===== src/rtl/bmain_arb_if.sv =====
// Bus bundle for bmain_arb: N requester-side channels (m_*) plus the single
// downstream master port (s_*) and the grant vector.
//
// Modports:
//   master - the arbiter's view: it serves the m_* requesters and drives the
//            downstream s_* master port.
//   slave  - the environment's view: requesters plus downstream target.
//
// m_addr packs word address [28:2] per requester, slice i = bits 27i+26:27i.
// m_wdata / m_wmask pack 32 / 4 bits per requester the same way.
interface bmain_arb_if #(
  parameter int unsigned N = 2
) ();

  // Requester side
  logic [N-1:0]    m_cvalid;
  logic [N-1:0]    m_cready;
  logic [N-1:0]    m_cmd;
  logic [27*N-1:0] m_addr;
  logic [N-1:0]    m_lock;
  logic [N-1:0]    m_wvalid;
  logic [N-1:0]    m_wlast;
  logic [32*N-1:0] m_wdata;
  logic [4*N-1:0]  m_wmask;
  logic [N-1:0]    m_wready;
  logic [N-1:0]    m_rvalid;
  logic [N-1:0]    m_rready;
  logic            m_rlast;
  logic [31:0]     m_rdata;
  logic [N-1:0]    m_error;
  logic [N-1:0]    m_eack;

  // Downstream side
  logic            s_cvalid;
  logic            s_cready;
  logic            s_cmd;
  logic [26:0]     s_addr;
  logic            s_wvalid;
  logic            s_wready;
  logic            s_wlast;
  logic [31:0]     s_wdata;
  logic [3:0]      s_wmask;
  logic            s_rvalid;
  logic            s_rready;
  logic            s_rlast;
  logic [31:0]     s_rdata;
  logic            s_error;
  logic            s_eack;

  logic [N-1:0]    gnt;

  modport master (
    input  m_cvalid, m_cmd, m_addr, m_lock, m_wvalid, m_wlast, m_wdata, m_wmask,
    input  m_rready, m_eack,
    output m_cready, m_wready, m_rvalid, m_rlast, m_rdata, m_error,
    output s_cvalid, s_cmd, s_addr, s_wvalid, s_wlast, s_wdata, s_wmask,
    output s_rready, s_eack, gnt,
    input  s_cready, s_wready, s_rvalid, s_rlast, s_rdata, s_error
  );

  modport slave (
    output m_cvalid, m_cmd, m_addr, m_lock, m_wvalid, m_wlast, m_wdata, m_wmask,
    output m_rready, m_eack,
    input  m_cready, m_wready, m_rvalid, m_rlast, m_rdata, m_error,
    input  s_cvalid, s_cmd, s_addr, s_wvalid, s_wlast, s_wdata, s_wmask,
    input  s_rready, s_eack, gnt,
    output s_cready, s_wready, s_rvalid, s_rlast, s_rdata, s_error
  );

endinterface


===== src/rtl/bmain_arb.sv =====
// Round-robin arbiter in front of the main system bus master port.
// N requesters share one command / write / read / error channel set. A grant
// is held for the whole transaction (command beat through last data beat or
// error acknowledge). m_lock lets the owner keep the grant for up to LOCK_MAX
// consecutive commands, for atomic read-modify-write.
//
// Ports:
//   clk_core - core clock
//   reset_n  - synchronous active-low reset
//   bus      - bmain_arb_if master modport (requesters, downstream port, gnt)
//
// All ready/valid paths are combinational pass-throughs selected by the
// current owner; no data is buffered here.
module bmain_arb #(
  parameter int unsigned N        = 2,
  parameter int unsigned LOCK_MAX = 4
) (
  input  logic        clk_core,
  input  logic        reset_n,
  bmain_arb_if.master bus
);

  localparam int unsigned IdxW = (N > 2) ? $clog2(N) : 1;

  typedef enum logic [1:0] {
    StIdle,
    StCmd,
    StData
  } state_e;

  // (base + k) mod N, for k in 0..N-1 and base in 0..N-1
  function automatic logic [IdxW-1:0] wrap_inc(logic [IdxW-1:0] base, int unsigned k);
    logic [IdxW:0] sum;
    sum = {1'b0, base} + (IdxW+1)'(k);
    if (sum >= (IdxW+1)'(N)) begin
      sum = sum - (IdxW+1)'(N);
    end
    return sum[IdxW-1:0];
  endfunction

  state_e          state_q, state_d;
  logic [IdxW-1:0] owner_q, owner_d;
  logic [IdxW-1:0] ptr_q, ptr_d;
  logic [3:0]      lock_cnt_q, lock_cnt_d;
  logic            is_read_q, is_read_d;

  // Round-robin winner search
  logic [IdxW-1:0] winner;
  logic [IdxW-1:0] cand;
  logic            found;

  always_comb begin
    winner = ptr_q;
    cand   = '0;
    found  = 1'b0;
    for (int unsigned k = 0; k < N; k++) begin
      cand = wrap_inc(ptr_q, k);
      if (!found && bus.m_cvalid[cand]) begin
        winner = cand;
        found  = 1'b1;
      end
    end
  end

  // Owner-selected views of the requester inputs
  logic [N-1:0] owner_oh;
  logic         own_cvalid;
  logic         own_cmd;
  logic [26:0]  own_addr;
  logic         own_lock;
  logic         own_wvalid;
  logic         own_wlast;
  logic [31:0]  own_wdata;
  logic [3:0]   own_wmask;
  logic         own_rready;
  logic         own_eack;

  always_comb begin
    owner_oh   = '0;
    own_cvalid = 1'b0;
    own_cmd    = 1'b0;
    own_addr   = '0;
    own_lock   = 1'b0;
    own_wvalid = 1'b0;
    own_wlast  = 1'b0;
    own_wdata  = '0;
    own_wmask  = '0;
    own_rready = 1'b0;
    own_eack   = 1'b0;
    for (int unsigned i = 0; i < N; i++) begin
      if (owner_q == IdxW'(i)) begin
        owner_oh[i] = 1'b1;
        own_cvalid  = bus.m_cvalid[i];
        own_cmd     = bus.m_cmd[i];
        own_addr    = bus.m_addr[27*i +: 27];
        own_lock    = bus.m_lock[i];
        own_wvalid  = bus.m_wvalid[i];
        own_wlast   = bus.m_wlast[i];
        own_wdata   = bus.m_wdata[32*i +: 32];
        own_wmask   = bus.m_wmask[4*i +: 4];
        own_rready  = bus.m_rready[i];
        own_eack    = bus.m_eack[i];
      end
    end
  end

  // Outputs, driven from the FSM below
  logic [N-1:0] m_cready;
  logic [N-1:0] m_wready;
  logic [N-1:0] m_rvalid;
  logic         m_rlast;
  logic [31:0]  m_rdata;
  logic [N-1:0] m_error;
  logic         s_cvalid;
  logic         s_cmd;
  logic [26:0]  s_addr;
  logic         s_wvalid;
  logic         s_wlast;
  logic [31:0]  s_wdata;
  logic [3:0]   s_wmask;
  logic         s_rready;
  logic         s_eack;
  logic [N-1:0] gnt;

  logic err_done;
  logic beat_done;
  logic lock_more;

  always_comb begin
    state_d    = state_q;
    owner_d    = owner_q;
    ptr_d      = ptr_q;
    lock_cnt_d = lock_cnt_q;
    is_read_d  = is_read_q;

    m_cready   = '0;
    m_wready   = '0;
    m_rvalid   = '0;
    m_rlast    = 1'b0;
    m_rdata    = '0;
    m_error    = '0;
    s_cvalid   = 1'b0;
    s_cmd      = 1'b0;
    s_addr     = '0;
    s_wvalid   = 1'b0;
    s_wlast    = 1'b0;
    s_wdata    = '0;
    s_wmask    = '0;
    s_rready   = 1'b0;
    s_eack     = 1'b0;
    gnt        = '0;

    err_done   = 1'b0;
    beat_done  = 1'b0;
    lock_more  = own_lock && ((32'(lock_cnt_q) + 32'd1) < LOCK_MAX);

    unique case (state_q)
      StIdle: begin
        if (|bus.m_cvalid) begin
          owner_d    = winner;
          ptr_d      = wrap_inc(winner, 1);
          lock_cnt_d = '0;
          state_d    = StCmd;
        end
      end

      StCmd: begin
        gnt      = owner_oh;
        s_cvalid = own_cvalid;
        s_cmd    = own_cmd;
        s_addr   = own_addr;
        m_cready = owner_oh & {N{bus.s_cready}};
        m_error  = owner_oh & {N{bus.s_error}};
        s_eack   = own_eack;
        err_done = bus.s_error && own_eack;
        if (err_done) begin
          state_d = StIdle;
        end else if (!own_cvalid) begin
          // Locked owner without a follow-up command releases the bus
          state_d = StIdle;
        end else if (bus.s_cready) begin
          is_read_d = own_cmd;
          state_d   = StData;
        end
      end

      StData: begin
        gnt      = owner_oh;
        m_error  = owner_oh & {N{bus.s_error}};
        s_eack   = own_eack;
        err_done = bus.s_error && own_eack;
        if (is_read_q) begin
          m_rvalid  = owner_oh & {N{bus.s_rvalid}};
          s_rready  = own_rready;
          m_rlast   = bus.s_rlast;
          m_rdata   = bus.s_rdata;
          beat_done = bus.s_rvalid && own_rready && bus.s_rlast;
        end else begin
          s_wvalid  = own_wvalid;
          s_wlast   = own_wlast;
          s_wdata   = own_wdata;
          s_wmask   = own_wmask;
          m_wready  = owner_oh & {N{bus.s_wready}};
          beat_done = own_wvalid && bus.s_wready && own_wlast;
        end
        if (err_done) begin
          // Errors always release the bus, lock or not
          state_d = StIdle;
        end else if (beat_done) begin
          if (lock_more) begin
            lock_cnt_d = lock_cnt_q + 4'd1;
            state_d    = StCmd;
          end else begin
            state_d = StIdle;
          end
        end
      end

      default: begin
        state_d = StIdle;
      end
    endcase
  end

  always_ff @(posedge clk_core) begin
    if (!reset_n) begin
      state_q    <= StIdle;
      owner_q    <= '0;
      ptr_q      <= '0;
      lock_cnt_q <= '0;
      is_read_q  <= 1'b0;
    end else begin
      state_q    <= state_d;
      owner_q    <= owner_d;
      ptr_q      <= ptr_d;
      lock_cnt_q <= lock_cnt_d;
      is_read_q  <= is_read_d;
    end
  end

  assign bus.m_cready = m_cready;
  assign bus.m_wready = m_wready;
  assign bus.m_rvalid = m_rvalid;
  assign bus.m_rlast  = m_rlast;
  assign bus.m_rdata  = m_rdata;
  assign bus.m_error  = m_error;
  assign bus.s_cvalid = s_cvalid;
  assign bus.s_cmd    = s_cmd;
  assign bus.s_addr   = s_addr;
  assign bus.s_wvalid = s_wvalid;
  assign bus.s_wlast  = s_wlast;
  assign bus.s_wdata  = s_wdata;
  assign bus.s_wmask  = s_wmask;
  assign bus.s_rready = s_rready;
  assign bus.s_eack   = s_eack;
  assign bus.gnt      = gnt;

  gnt_onehot_a : assert property (@(posedge clk_core) disable iff (!reset_n)
    $onehot0(gnt));

  non_owner_quiet_a : assert property (@(posedge clk_core) disable iff (!reset_n)
    ((m_cready | m_wready | m_rvalid | m_error) & ~gnt) == '0);

  lock_cnt_bound_a : assert property (@(posedge clk_core) disable iff (!reset_n)
    32'(lock_cnt_q) < LOCK_MAX);

endmodule


===== src/flat_wrapper.sv =====
// flat-port wrapper written by rule: the top's interface ports become plain ports
module bmain_arb_flat 
#(
  parameter int unsigned N        = 2,
  parameter int unsigned LOCK_MAX = 4
)
  (clk_core, reset_n, bus_m_cvalid, bus_m_cmd, bus_m_addr, bus_m_lock, bus_m_wvalid, bus_m_wlast, bus_m_wdata, bus_m_wmask, bus_m_rready, bus_m_eack, bus_m_cready, bus_m_wready, bus_m_rvalid, bus_m_rlast, bus_m_rdata, bus_m_error, bus_s_cvalid, bus_s_cmd, bus_s_addr, bus_s_wvalid, bus_s_wlast, bus_s_wdata, bus_s_wmask, bus_s_rready, bus_s_eack, bus_gnt, bus_s_cready, bus_s_wready, bus_s_rvalid, bus_s_rlast, bus_s_rdata, bus_s_error);
  bmain_arb_if #(.N(N)) bus_i ();
  input  logic clk_core;
  input  logic reset_n;
  input wire logic [$bits(bus_i.m_cvalid)-1:0] bus_m_cvalid;
  input wire logic [$bits(bus_i.m_cmd)-1:0] bus_m_cmd;
  input wire logic [$bits(bus_i.m_addr)-1:0] bus_m_addr;
  input wire logic [$bits(bus_i.m_lock)-1:0] bus_m_lock;
  input wire logic [$bits(bus_i.m_wvalid)-1:0] bus_m_wvalid;
  input wire logic [$bits(bus_i.m_wlast)-1:0] bus_m_wlast;
  input wire logic [$bits(bus_i.m_wdata)-1:0] bus_m_wdata;
  input wire logic [$bits(bus_i.m_wmask)-1:0] bus_m_wmask;
  input wire logic [$bits(bus_i.m_rready)-1:0] bus_m_rready;
  input wire logic [$bits(bus_i.m_eack)-1:0] bus_m_eack;
  output wire logic [$bits(bus_i.m_cready)-1:0] bus_m_cready;
  output wire logic [$bits(bus_i.m_wready)-1:0] bus_m_wready;
  output wire logic [$bits(bus_i.m_rvalid)-1:0] bus_m_rvalid;
  output wire logic [$bits(bus_i.m_rlast)-1:0] bus_m_rlast;
  output wire logic [$bits(bus_i.m_rdata)-1:0] bus_m_rdata;
  output wire logic [$bits(bus_i.m_error)-1:0] bus_m_error;
  output wire logic [$bits(bus_i.s_cvalid)-1:0] bus_s_cvalid;
  output wire logic [$bits(bus_i.s_cmd)-1:0] bus_s_cmd;
  output wire logic [$bits(bus_i.s_addr)-1:0] bus_s_addr;
  output wire logic [$bits(bus_i.s_wvalid)-1:0] bus_s_wvalid;
  output wire logic [$bits(bus_i.s_wlast)-1:0] bus_s_wlast;
  output wire logic [$bits(bus_i.s_wdata)-1:0] bus_s_wdata;
  output wire logic [$bits(bus_i.s_wmask)-1:0] bus_s_wmask;
  output wire logic [$bits(bus_i.s_rready)-1:0] bus_s_rready;
  output wire logic [$bits(bus_i.s_eack)-1:0] bus_s_eack;
  output wire logic [$bits(bus_i.gnt)-1:0] bus_gnt;
  input wire logic [$bits(bus_i.s_cready)-1:0] bus_s_cready;
  input wire logic [$bits(bus_i.s_wready)-1:0] bus_s_wready;
  input wire logic [$bits(bus_i.s_rvalid)-1:0] bus_s_rvalid;
  input wire logic [$bits(bus_i.s_rlast)-1:0] bus_s_rlast;
  input wire logic [$bits(bus_i.s_rdata)-1:0] bus_s_rdata;
  input wire logic [$bits(bus_i.s_error)-1:0] bus_s_error;
  assign bus_i.m_cvalid = bus_m_cvalid;
  assign bus_i.m_cmd = bus_m_cmd;
  assign bus_i.m_addr = bus_m_addr;
  assign bus_i.m_lock = bus_m_lock;
  assign bus_i.m_wvalid = bus_m_wvalid;
  assign bus_i.m_wlast = bus_m_wlast;
  assign bus_i.m_wdata = bus_m_wdata;
  assign bus_i.m_wmask = bus_m_wmask;
  assign bus_i.m_rready = bus_m_rready;
  assign bus_i.m_eack = bus_m_eack;
  assign bus_m_cready = bus_i.m_cready;
  assign bus_m_wready = bus_i.m_wready;
  assign bus_m_rvalid = bus_i.m_rvalid;
  assign bus_m_rlast = bus_i.m_rlast;
  assign bus_m_rdata = bus_i.m_rdata;
  assign bus_m_error = bus_i.m_error;
  assign bus_s_cvalid = bus_i.s_cvalid;
  assign bus_s_cmd = bus_i.s_cmd;
  assign bus_s_addr = bus_i.s_addr;
  assign bus_s_wvalid = bus_i.s_wvalid;
  assign bus_s_wlast = bus_i.s_wlast;
  assign bus_s_wdata = bus_i.s_wdata;
  assign bus_s_wmask = bus_i.s_wmask;
  assign bus_s_rready = bus_i.s_rready;
  assign bus_s_eack = bus_i.s_eack;
  assign bus_gnt = bus_i.gnt;
  assign bus_i.s_cready = bus_s_cready;
  assign bus_i.s_wready = bus_s_wready;
  assign bus_i.s_rvalid = bus_s_rvalid;
  assign bus_i.s_rlast = bus_s_rlast;
  assign bus_i.s_rdata = bus_s_rdata;
  assign bus_i.s_error = bus_s_error;
  bmain_arb #(.N(N), .LOCK_MAX(LOCK_MAX)) u_core (.clk_core(clk_core), .reset_n(reset_n), .bus(bus_i));
endmodule

===== config.mk =====
export PLATFORM = sky130hd
export DESIGN_NAME = bmain_arb_flat
export DESIGN_NICKNAME = d
export VERILOG_FILES = /design/src/rtl/bmain_arb_if.sv /design/src/rtl/bmain_arb.sv /design/src/flat_wrapper.sv
export SDC_FILE = /design/constraint.sdc
export NUM_CORES = 1
export LEC_CHECK = 0
export CORE_AREA = 5 5 111 113
export CTS_CLUSTER_SIZE = 16
export DETAILED_ROUTE_END_ITERATION = 10
export DIE_AREA = 0 0 116 118
export GPL_TIMING_DRIVEN = 1
export SYNTH_ARGS = -nofsm -noshare
export SYNTH_HDL_FRONTEND = slang
export SYNTH_SLANG_ARGS = --single-unit
export TNS_END_PERCENT = 5

===== constraint.sdc =====
create_clock -name clk_core -period 1.9 [get_ports clk_core]
set_input_delay 0.19 -clock clk_core [delete_from_list [all_inputs] [get_ports clk_core]]
set_output_delay 0.19 -clock clk_core [all_outputs]
set_load 0.05 [all_outputs]

=== Word level (Yosys, flattened, before mapping) ===
Cells that the tools add are included.

* RAM bits: 0
* Memories kept: 0
* ROM bits: 0
* Input bits: 179
* Output and inout bits: 112
* Flip-flop bits (word level): 9
* Latch bits: 0
* Word-level logic and storage cells: 109

* Div/mod/pow operators: 0
* Reduce and logical (&&, ||, !) cells: 16
* Equal/unequal tests: 8
* Bitwise operators: 5
* Shift-type cells: 0
* Add/subtract/negate cells: 7
* Multipliers: 0
* Magnitude comparators: 6
* Mux-type cells: 62

{| class="wikitable"
|+ Operators by type and width
! cell !! count
|-
| $mux W32 || 5
|-
| $mux W27 || 2
|-
| $mux W1 || 33
|-
| $lt A32 B3 Y1 const B || 1
|-
| $mux W4 || 7
|-
| $mux W2 || 13
|-
| $and A2 B2 Y2 || 4
|-
| $pmux W4 S2 || 1
|-
| $logic_and A1 B1 Y1 || 7
|-
| $ne A2 B1 Y1 const B || 3
|-
| $pmux W2 S3 || 1
|-
| $add A4 B1 Y5 const B || 1
|-
| $reduce_and A5 Y1 || 1
|-
| $add A1 B1 Y2 const B || 2
|-
| $add A4 B1 Y4 const B || 1
|-
| $ge A2 B2 Y1 const B || 2
|-
| $lt A1 B2 Y1 const B || 2
|-
| $ne A4 B4 Y1 const B || 1
|-
| $reduce_and A4 Y1 || 1
|-
| $reduce_or A2 Y1 || 2
|-
| $ne A3 B1 Y1 const B || 1
|-
| $reduce_and A3 Y1 || 1
|-
| $sub A1 B1 Y1 const B || 3
|-
| $eq A2 B1 Y1 const B || 1
|-
| other kinds (8) || 8
|}

=== Logic depth before layout (Yosys ltp) ===
Gate-level depths: netlist (run 1).

* Depth in word-level cells: 11
* Depth in mapped cells: 6
* Depth with buffers taken out: 6

=== Least setup slack after synthesis (run 1) ===
OpenSTA, ideal clock, no wires.

* Path kind: reg2out
* From: register u_core.owner_q
* To: output port bus_m_wready[1]
* Arrival: 2.089 ns
* Path buffers: 3
* Stages on the path, launching flop included: 6
* Path slack: -0.379 ns
* Data required time: 1.710 ns
* Path through: dfxtp_1 buf_6 buf_2 buf_2 inv_1 nor3_1

* Longest elaborated chain between the ends: 4

{| class="wikitable"
|+ Ends and longest elaborated chain
! what !! line !! RTL
|-
| start, declared || bmain_arb.sv:42 || <nowiki>logic [IdxW-1:0] owner_q, owner_d;</nowiki>
|-
| start signal, assigned || bmain_arb.sv:234 || <nowiki>owner_q <= owner_d;</nowiki>
|-
| $mux W1 || bmain_arb.sv:91 || <nowiki>if (owner_q == IdxW'(i)) begin</nowiki>
|-
| $and A2 B2 Y2 || bmain_arb.sv:203 || <nowiki>m_wready = owner_oh & {N{bus.s_wready}};</nowiki>
|-
| $mux W2 || bmain_arb.sv:192 || <nowiki>if (is_read_q) begin</nowiki>
|-
| $mux W2 || bmain_arb.sv:157 || <nowiki>unique case (state_q)</nowiki>
|-
| end, declared || flat_wrapper.sv:22 || <nowiki>output wire logic [$bits(bus_i.m_wready)-1:0] bus_m_wready;</nowiki>
|}

No other way between the ends.

=== Worst setup path in the final report (run 1) ===
* From: register u_core.owner_q
* To: output port bus_s_cvalid

* Longest elaborated chain between the ends: 2

{| class="wikitable"
|+ Ends and longest elaborated chain
! what !! line !! RTL
|-
| $mux W1 || bmain_arb.sv:91 ||
|-
| $mux W1 || bmain_arb.sv:157 ||
|-
| end, declared || flat_wrapper.sv:27 || <nowiki>output wire logic [$bits(bus_i.s_cvalid)-1:0] bus_s_cvalid;</nowiki>
|}

No other way between the ends.

==> qor.txt, run 1 <==
Min-delay src = u_core.ptr_q
Worst-Skew Late Latency = 0.24 ns
Max Freq = 549.3 MHz
Fin. Hold Viols = 0
Root Driver = clkbuf_16
Layout Nets = 740
CTS tree = built
Count of cell types in the netlist = 36
Setup violators final = 0
Area leader, netlist = mux2i_1
Final Cycle Share = 95.81%
Initial antenna violation count = 0
Crit path largest cell delay = 0.44 ns
Die Height = 118 um
Die width = 116 um
Synth top area cells = mux2i_1 36%, and3_1 12%, nor2b_1 9.6%
Total power = 2.481 mW
Router iterations before antenna repair = 4
First-pass GRT wire length = 18,130 um
CP Launch Point = u_core.owner_q
Hpwl dp = 10,820 um
H-tree Lvls = 1
GR Util All Layers = 16.75%
Max-slew headroom = 77.59%
Reg2Reg Setup Slack = 0.11 ns
Synth Warn # = 0
DR vias = 3,022
Hold depth = 1
Post-CTS setup buffer count = 0
Most frequent cell after synthesis = mux2i_1
Area Overhead vs Synth = 220.2%
Share of cells above drive strength 1 = 25.41%
Vias per std cell = 4.330
Pin count of the biggest net entering global routing = 44
Crit-path cells = buf_16, mux2i_1, nor2b_2, buf_4, buf_12
Total routed wirelength = 12,470 um
Mapped Area = 1956 um2
Startpoint Class = register
Setup Skew = 0.002953 ns
Post-DRT Antenna Nets = 0
Reg clk slew, reported paths = 0.04 ns
Synth top area share = 35.83%
R2R depth = 5
Core area = 11,220 um2
Slew Limit Fails = 0
Setup WS pre-CTS = -0.07973 ns
Worst VDD drop = 0.4902 mV
Reg-to-Reg End = u_core.lock_cnt_q[0]
Predominant post-synthesis flop cell = dfxtp_1
Final worst path period need = 1.820 ns
Power Density = 396.2 nW/um2
Reg2Reg Launch Point = u_core.owner_q
Critical Path RT = 1.71 ns
Slew @ Worst Pin = 0.3361 ns
Crit Path Max Fanout = 43
Unrepaired setup endpoints after global routing = yes
FF+latch count, synth = 9
Max Cap Viol = 0
Global route overflow = 0
Status = finished, final reports clean
I/O Buffers = 290
Critical path type = register to output pin
Post-synth ARST share = 0%
Cell Rows = 39
Hold-fix buffers, CTS = 0
Cts bufs inserted = 3
Top cells by count, synth = 70 x mux2i_1, 47 x nor2_1, 38 x and3_1
Critical Path AT = 1.63 ns
Post-DR wirelength/cell = 17.87 um
Seq/Total Area, Yosys = 9.213%
Static Leak = 2.534 nW
Detailed-route DRC error count = 0
Worst hold margin = 0.4702 ns
Initial Utilization = 17.42%
Post-DP Area = 6136 um2
CP max stage cell = dfxtp_4
Non-filler cells, final = 698
Post-route design area = 6261 um2
Clock Path Buffers = 2
Inst Count DP = 694
Syn_nets = 454
Post-synth EDFFs = 0
Antenna diodes = 0
Avg Synthesized Cell Area = 7.243 um2
Crit. End Element = output pin
Worst hold endpoint = u_core.ptr_q
Gate Count Post-Synth = 270
I/O pins = 291
Hold WC Path Type = register to register
Die area = 13,690 um2
Setup ws final = 0.07962 ns
Vias in the first global route = 3,018
Initial drt markers = 121
Final weighted congestion in routability-driven placement = 0.8296
Sink Count = 9
==> stage by stage <==
step | setup TNS, ns | utilization (%)
final | 0 | 55.79
after global routing | -0.04647 | 55.79
after CTS | -0.07280 | 55.47
after detailed placement | -0.1976 | 54.67
after global placement | -0.0006113 | 54.67
after floorplan | -1.335 | -
==> state kept, by name, summed over array words and instances (netlist names) <==
signal	count
u_core.owner_q	1
u_core.is_read_q	1
u_core.lock_cnt_q	4
u_core.state_q	2
u_core.ptr_q	1
==> critical path, delay by kind of cell, from the launching register on <==
kind / cells / cell delay, ns
buf+inv: 3 / 0.59
flops: 1 / 0.44
mux: 1 / 0.13
simple gates: 1 / 0.21
==> power by group <==
group / internal (mW) / total (mW) / leakage, nW / switching [mW]
Combinational: 0.991 / 1.88 / 2.42 / 0.892
Sequential: 0.203 / 0.223 / 0.0740 / 0.0201
Clock: 0.281 / 0.374 / 0.0382 / 0.0937
==> how the worst max path moves through the flow <==
stage	to
2_1_floorplan	bus_m_wready[0]
3_3_place_gp	u_core.lock_cnt_q[0]
3_5_place_dp	u_core.lock_cnt_q[0]
4_1_cts	bus_s_cvalid
5_1_grt	bus_m_rvalid[1]
6_report	bus_s_cvalid
==> timing repair <==
action,in CTS,in global routing
resized for setup,3,9
cloned,0,0
setup endpoints to repair,43,62
==> placed cells by master (no fill, tap or decap), types with 2 or more instances in the layout <==
master           count
nand2_1              6
nand3_1              2
and2_1               4
buf_6                2
nand2b_1             3
nor2_2               2
nor2b_1             29
inv_1                7
buf_12             109
clkdlybuf4s50_1    178
nand4_1              3
clkbuf_16            3
buf_4               15
mux2i_1             70
nor3b_1              2
nor2_1              45
dfxtp_1              8
and3_1              38
ha_1                 5
==> metal layers <==
metal / routed length (um) / vias to the layer above / track usage, % / part of all wire (%)
met5: 0 / - / 0 / 0
met4: 117 / 0 / 2.175 / 0.94
met3: 988 / 12 / 3.290 / 7.9
met2: 6749 / 129 / 32.12 / 54
met1: 4618 / 1369 / 19.17 / 37
li1: - / 1512 / - / -
==> final cells by class <==
cell class / count / area, um2
clock buffers: 4 / 78.83
inverters: 7 / 26.28
well taps: 143 / 178.9
fillers: 1001 / 4962
repair buffers: 305 / 4126
multi-input cells: 230 / 1667
flip-flops and latches: 9 / 183.9
==> logic make-up (layout without fill, tap and decap cells) <==
| family | count (synthesis) | in the layout | synth area share, % |
|---|---|---|---|
| simple gates | 141 | 141 | 38.64 |
| mux | 71 | 71 | 36.40 |
| buf+inv | 31 | 316 | 6.781 |
| compound gates | 13 | 13 | 5.758 |
| flops | 9 | 9 | 9.213 |
| fa+ha+maj | 5 | 5 | 3.199 |
Power figures use the tool's default switching activity.
==> inputs of run 2 (changes only) <==
--- a/config.mk
+++ b/config.mk
@@ -12,2 +12,3 @@
 export GPL_TIMING_DRIVEN = 1
+export SLEW_MARGIN = 40
 export SYNTH_ARGS = -nofsm -noshare
--- a/constraint.sdc
+++ b/constraint.sdc
@@ -3,2 +3,2 @@
 set_output_delay 0.19 -clock clk_core [all_outputs]
-set_load 0.05 [all_outputs]
+set_load 0.01 [all_outputs]
==> run 2 against run 1 <==
Net effect: largest power group unchanged; critical path type unchanged; the flow now finishes with violations (setup timing); sequential share of layout area up 0.60 points; total power down 25%; non-clock buffer count grew 6; hold slack worse by 0.0049 ns; clock power is essentially flat; die area unchanged.
==> qor.txt, run 2 (same netlist as run 1, synthesis figures left out) <==
Critical Path RT = 1.71 ns (about the same)
Reg2Reg Launch Point = u_core.owner_q
Total routed wirelength = 11,960 um (-4.1%)
Commonest cells after routing, fill and taps aside = 193 x clkdlybuf4s50_1, 80 x dlygate4sd2_1, 67 x mux2i_1
Initial drt markers = 76 (-37%)
Buf+Inv Stages, Crit Path = 2 (-1)
Final weighted congestion in routability-driven placement = 0.7841 (-5.5%)
Die area = 13,690 um2 (unchanged)
Min-delay src = u_core.ptr_q
Status = finished, violations left
Crit. End Element = output pin
Setup Skew = 0.002623 ns (-0.0003300 ns)
Power Density = 350.7 nW/um2 (-11%)
Largest Register = u_core.lock_cnt_q
Largest register FFs = 4 (unchanged)
Worst-Skew Late Latency = 0.24 ns (about the same)
Global route overflow = 0 (unchanged)
Crit-path cells = inv_1, ha_1, nand2_1, nor2_1, clkdlybuf4s50_1
Layout Nets = 746 (+0.81%)
First-pass GRT wire length = 17,370 um (-4.2%)
CP delay by family, top = buffers and inverters
Static Leak = 2.725 nW (+7.5%)
Router iterations before antenna repair = 4 (unchanged)
Die Height = 118 um (unchanged)
Setup ws final = -0.04610 ns (-0.1257 ns)
Core area = 11,220 um2 (unchanged)
Fin. Hold Viols = 0 (unchanged)
Startpoint Class = register
Critical Path AT = 1.76 ns (+0.13 ns)
TNS Setup = -0.09060 ns (-0.09060 ns)
I/O pins = 291 (unchanged)
Setup violators final = 3 (+3)
Antenna diodes = 0 (unchanged)
CTS tree = built
Slew @ Worst Pin = 0.3104 ns (-0.02569 ns)
Cts bufs inserted = 3 (unchanged)
Worst VDD drop = 0.2327 mV (-53%)
H-tree Lvls = 1 (unchanged)
Crit Path Max Fanout = 4 (-91%)
Clock Path Buffers = 2 (unchanged)
Initial antenna violation count = 0 (unchanged)
Worst path depth = 5 (unchanged)
Final worst path period need = 1.946 ns (+0.1257 ns)
Hpwl dp = 10,190 um (-5.8%)
GR Util All Layers = 15.93% (-0.83 points)
Hold WC Path Type = register to register
Reg-to-Reg End = u_core.lock_cnt_q[0]
Die width = 116 um (unchanged)
Area Overhead vs Synth = 169.5%
Cell Rows = 39 (unchanged)
R2R depth = 6 (+1)
CP max stage cell = clkdlybuf4s50_1
Vias per std cell = 4.334 (about the same)
Reg clk slew, reported paths = 0.04 ns (about the same)
Failing checks = setup timing
Slew Limit Fails = 0 (unchanged)
Reg2Reg Setup Slack = 0.09 ns (-0.02 ns)
Crit path largest cell delay = 0.55 ns (+0.11 ns)
Hold-fix buffers, CTS = 0 (unchanged)
Detailed-route DRC error count = 0 (unchanged)
Worst hold endpoint = u_core.ptr_q
Final Cycle Share = 102.4% (+6.6 points)
Initial Utilization = 17.42% (unchanged)
Post-DRT Antenna Nets = 0 (unchanged)
Pin count of the biggest net entering global routing = 41 (-6.8%)
Vias in the first global route = 3,232 (+7.1%)
Sink Count = 9 (unchanged)
Total power = 1.848 mW (-25%)
Unrepaired setup endpoints after global routing = yes
Max Cap Viol = 0 (unchanged)
DR vias = 3,051 (+0.96%)
Biggest regs = u_core.lock_cnt_q (4), u_core.state_q (2)
Commonest non-fill, non-tap cell in the layout = clkdlybuf4s50_1
Max-slew headroom = 79.26% (+1.7 points)
Hold depth = 1 (unchanged)
Root Driver = clkbuf_16
I/O Buffers = 290 (unchanged)
Critical path type = register to output pin
Post-DR wirelength/cell = 16.98 um (-5.0%)
Share of cells above drive strength 1 = 7.665% (-18 points)
Max Freq = 513.8 MHz (-6.5%)
run 2: cell types whose count changed in the layout (fill, tap and decap cells not counted), sizes merged:
cell | previous run | this run
buf | 127 | 21
clkbuf | 4 | 3
clkdlybuf4s50 | 178 | 193
clkinv | 0 | 1
dlygate4sd2 | 0 | 80
dlymetal6s2s | 0 | 17
run 2: repair_timing:
| action | in CTS | in global routing |
|---|---|---|
| gates resized for setup | 93 | 21 |
| cloned | 0 | 0 |
| hold endpoints to repair | 0 | 0 |
| setup buffers | 2 | 0 |
| setup endpoints to repair | 111 | 26 |
| pin swaps | 2 | 1 |
run 2: worst max-delay path by stage:
stage                     slack, ns               from                    to
after global routing          -0.15  u_core.state_q[1]        bus_m_error[1]
final                         -0.05  u_core.state_q[1]        bus_m_error[1]
after detailed placement      -0.05     bus_m_wlast[0]  u_core.lock_cnt_q[0]
after CTS                     -0.08  u_core.state_q[1]            bus_gnt[0]
after floorplan                0.29     u_core.owner_q     u_core.state_q[0]
after global placement        -0.02     bus_m_wlast[1]  u_core.lock_cnt_q[0]
run 2: layout make-up:
| cell class | count | area [um2] |
|---|---|---|
| Multi-Input combinational cell | 230 | 1700 |
| Inverter | 7 | 26.28 |
| Fill cell | 1117 | 5953 |
| Sequential cell | 9 | 186.4 |
| Timing Repair Buffer | 311 | 3098 |
| Tap cell | 143 | 178.9 |
| Clock buffer | 3 | 75.07 |
| Clock inverter | 1 | 5.005 |
run 2: power by group:
part	internal, mW	switching (mW)
Clock	0.278	0.0983
Sequential	0.203	0.0216
Combinational	0.764	0.483
Total	1.25	0.603
run 2: metal layers:
layer  wire length, um  up-vias  global-route usage [%]
li1                  -     1519                       -
met4               210        0                   4.206
met3              1283       14                   4.679
met2              6203      175                   30.61
met5                 0        -                       0
met1              4258     1343                   16.32
run 2: metrics by stage:
stage          setup slack (ns)  instance area [um2]  hold WS [ns]  instances  utilization [%]
3_5_place_dp           -0.04846                 5165        0.4544        698            46.02
5_1_grt                 -0.1471                 5270        0.4951        704            46.96
3_3_place_gp           -0.01736                 5165        0.4506        698            46.02
6_report               -0.04610                 5270        0.4653        704            46.96
4_1_cts                -0.08500                 5206        0.4624        704            46.39
2_1_floorplan            0.2887                 1956        0.3052        270                -
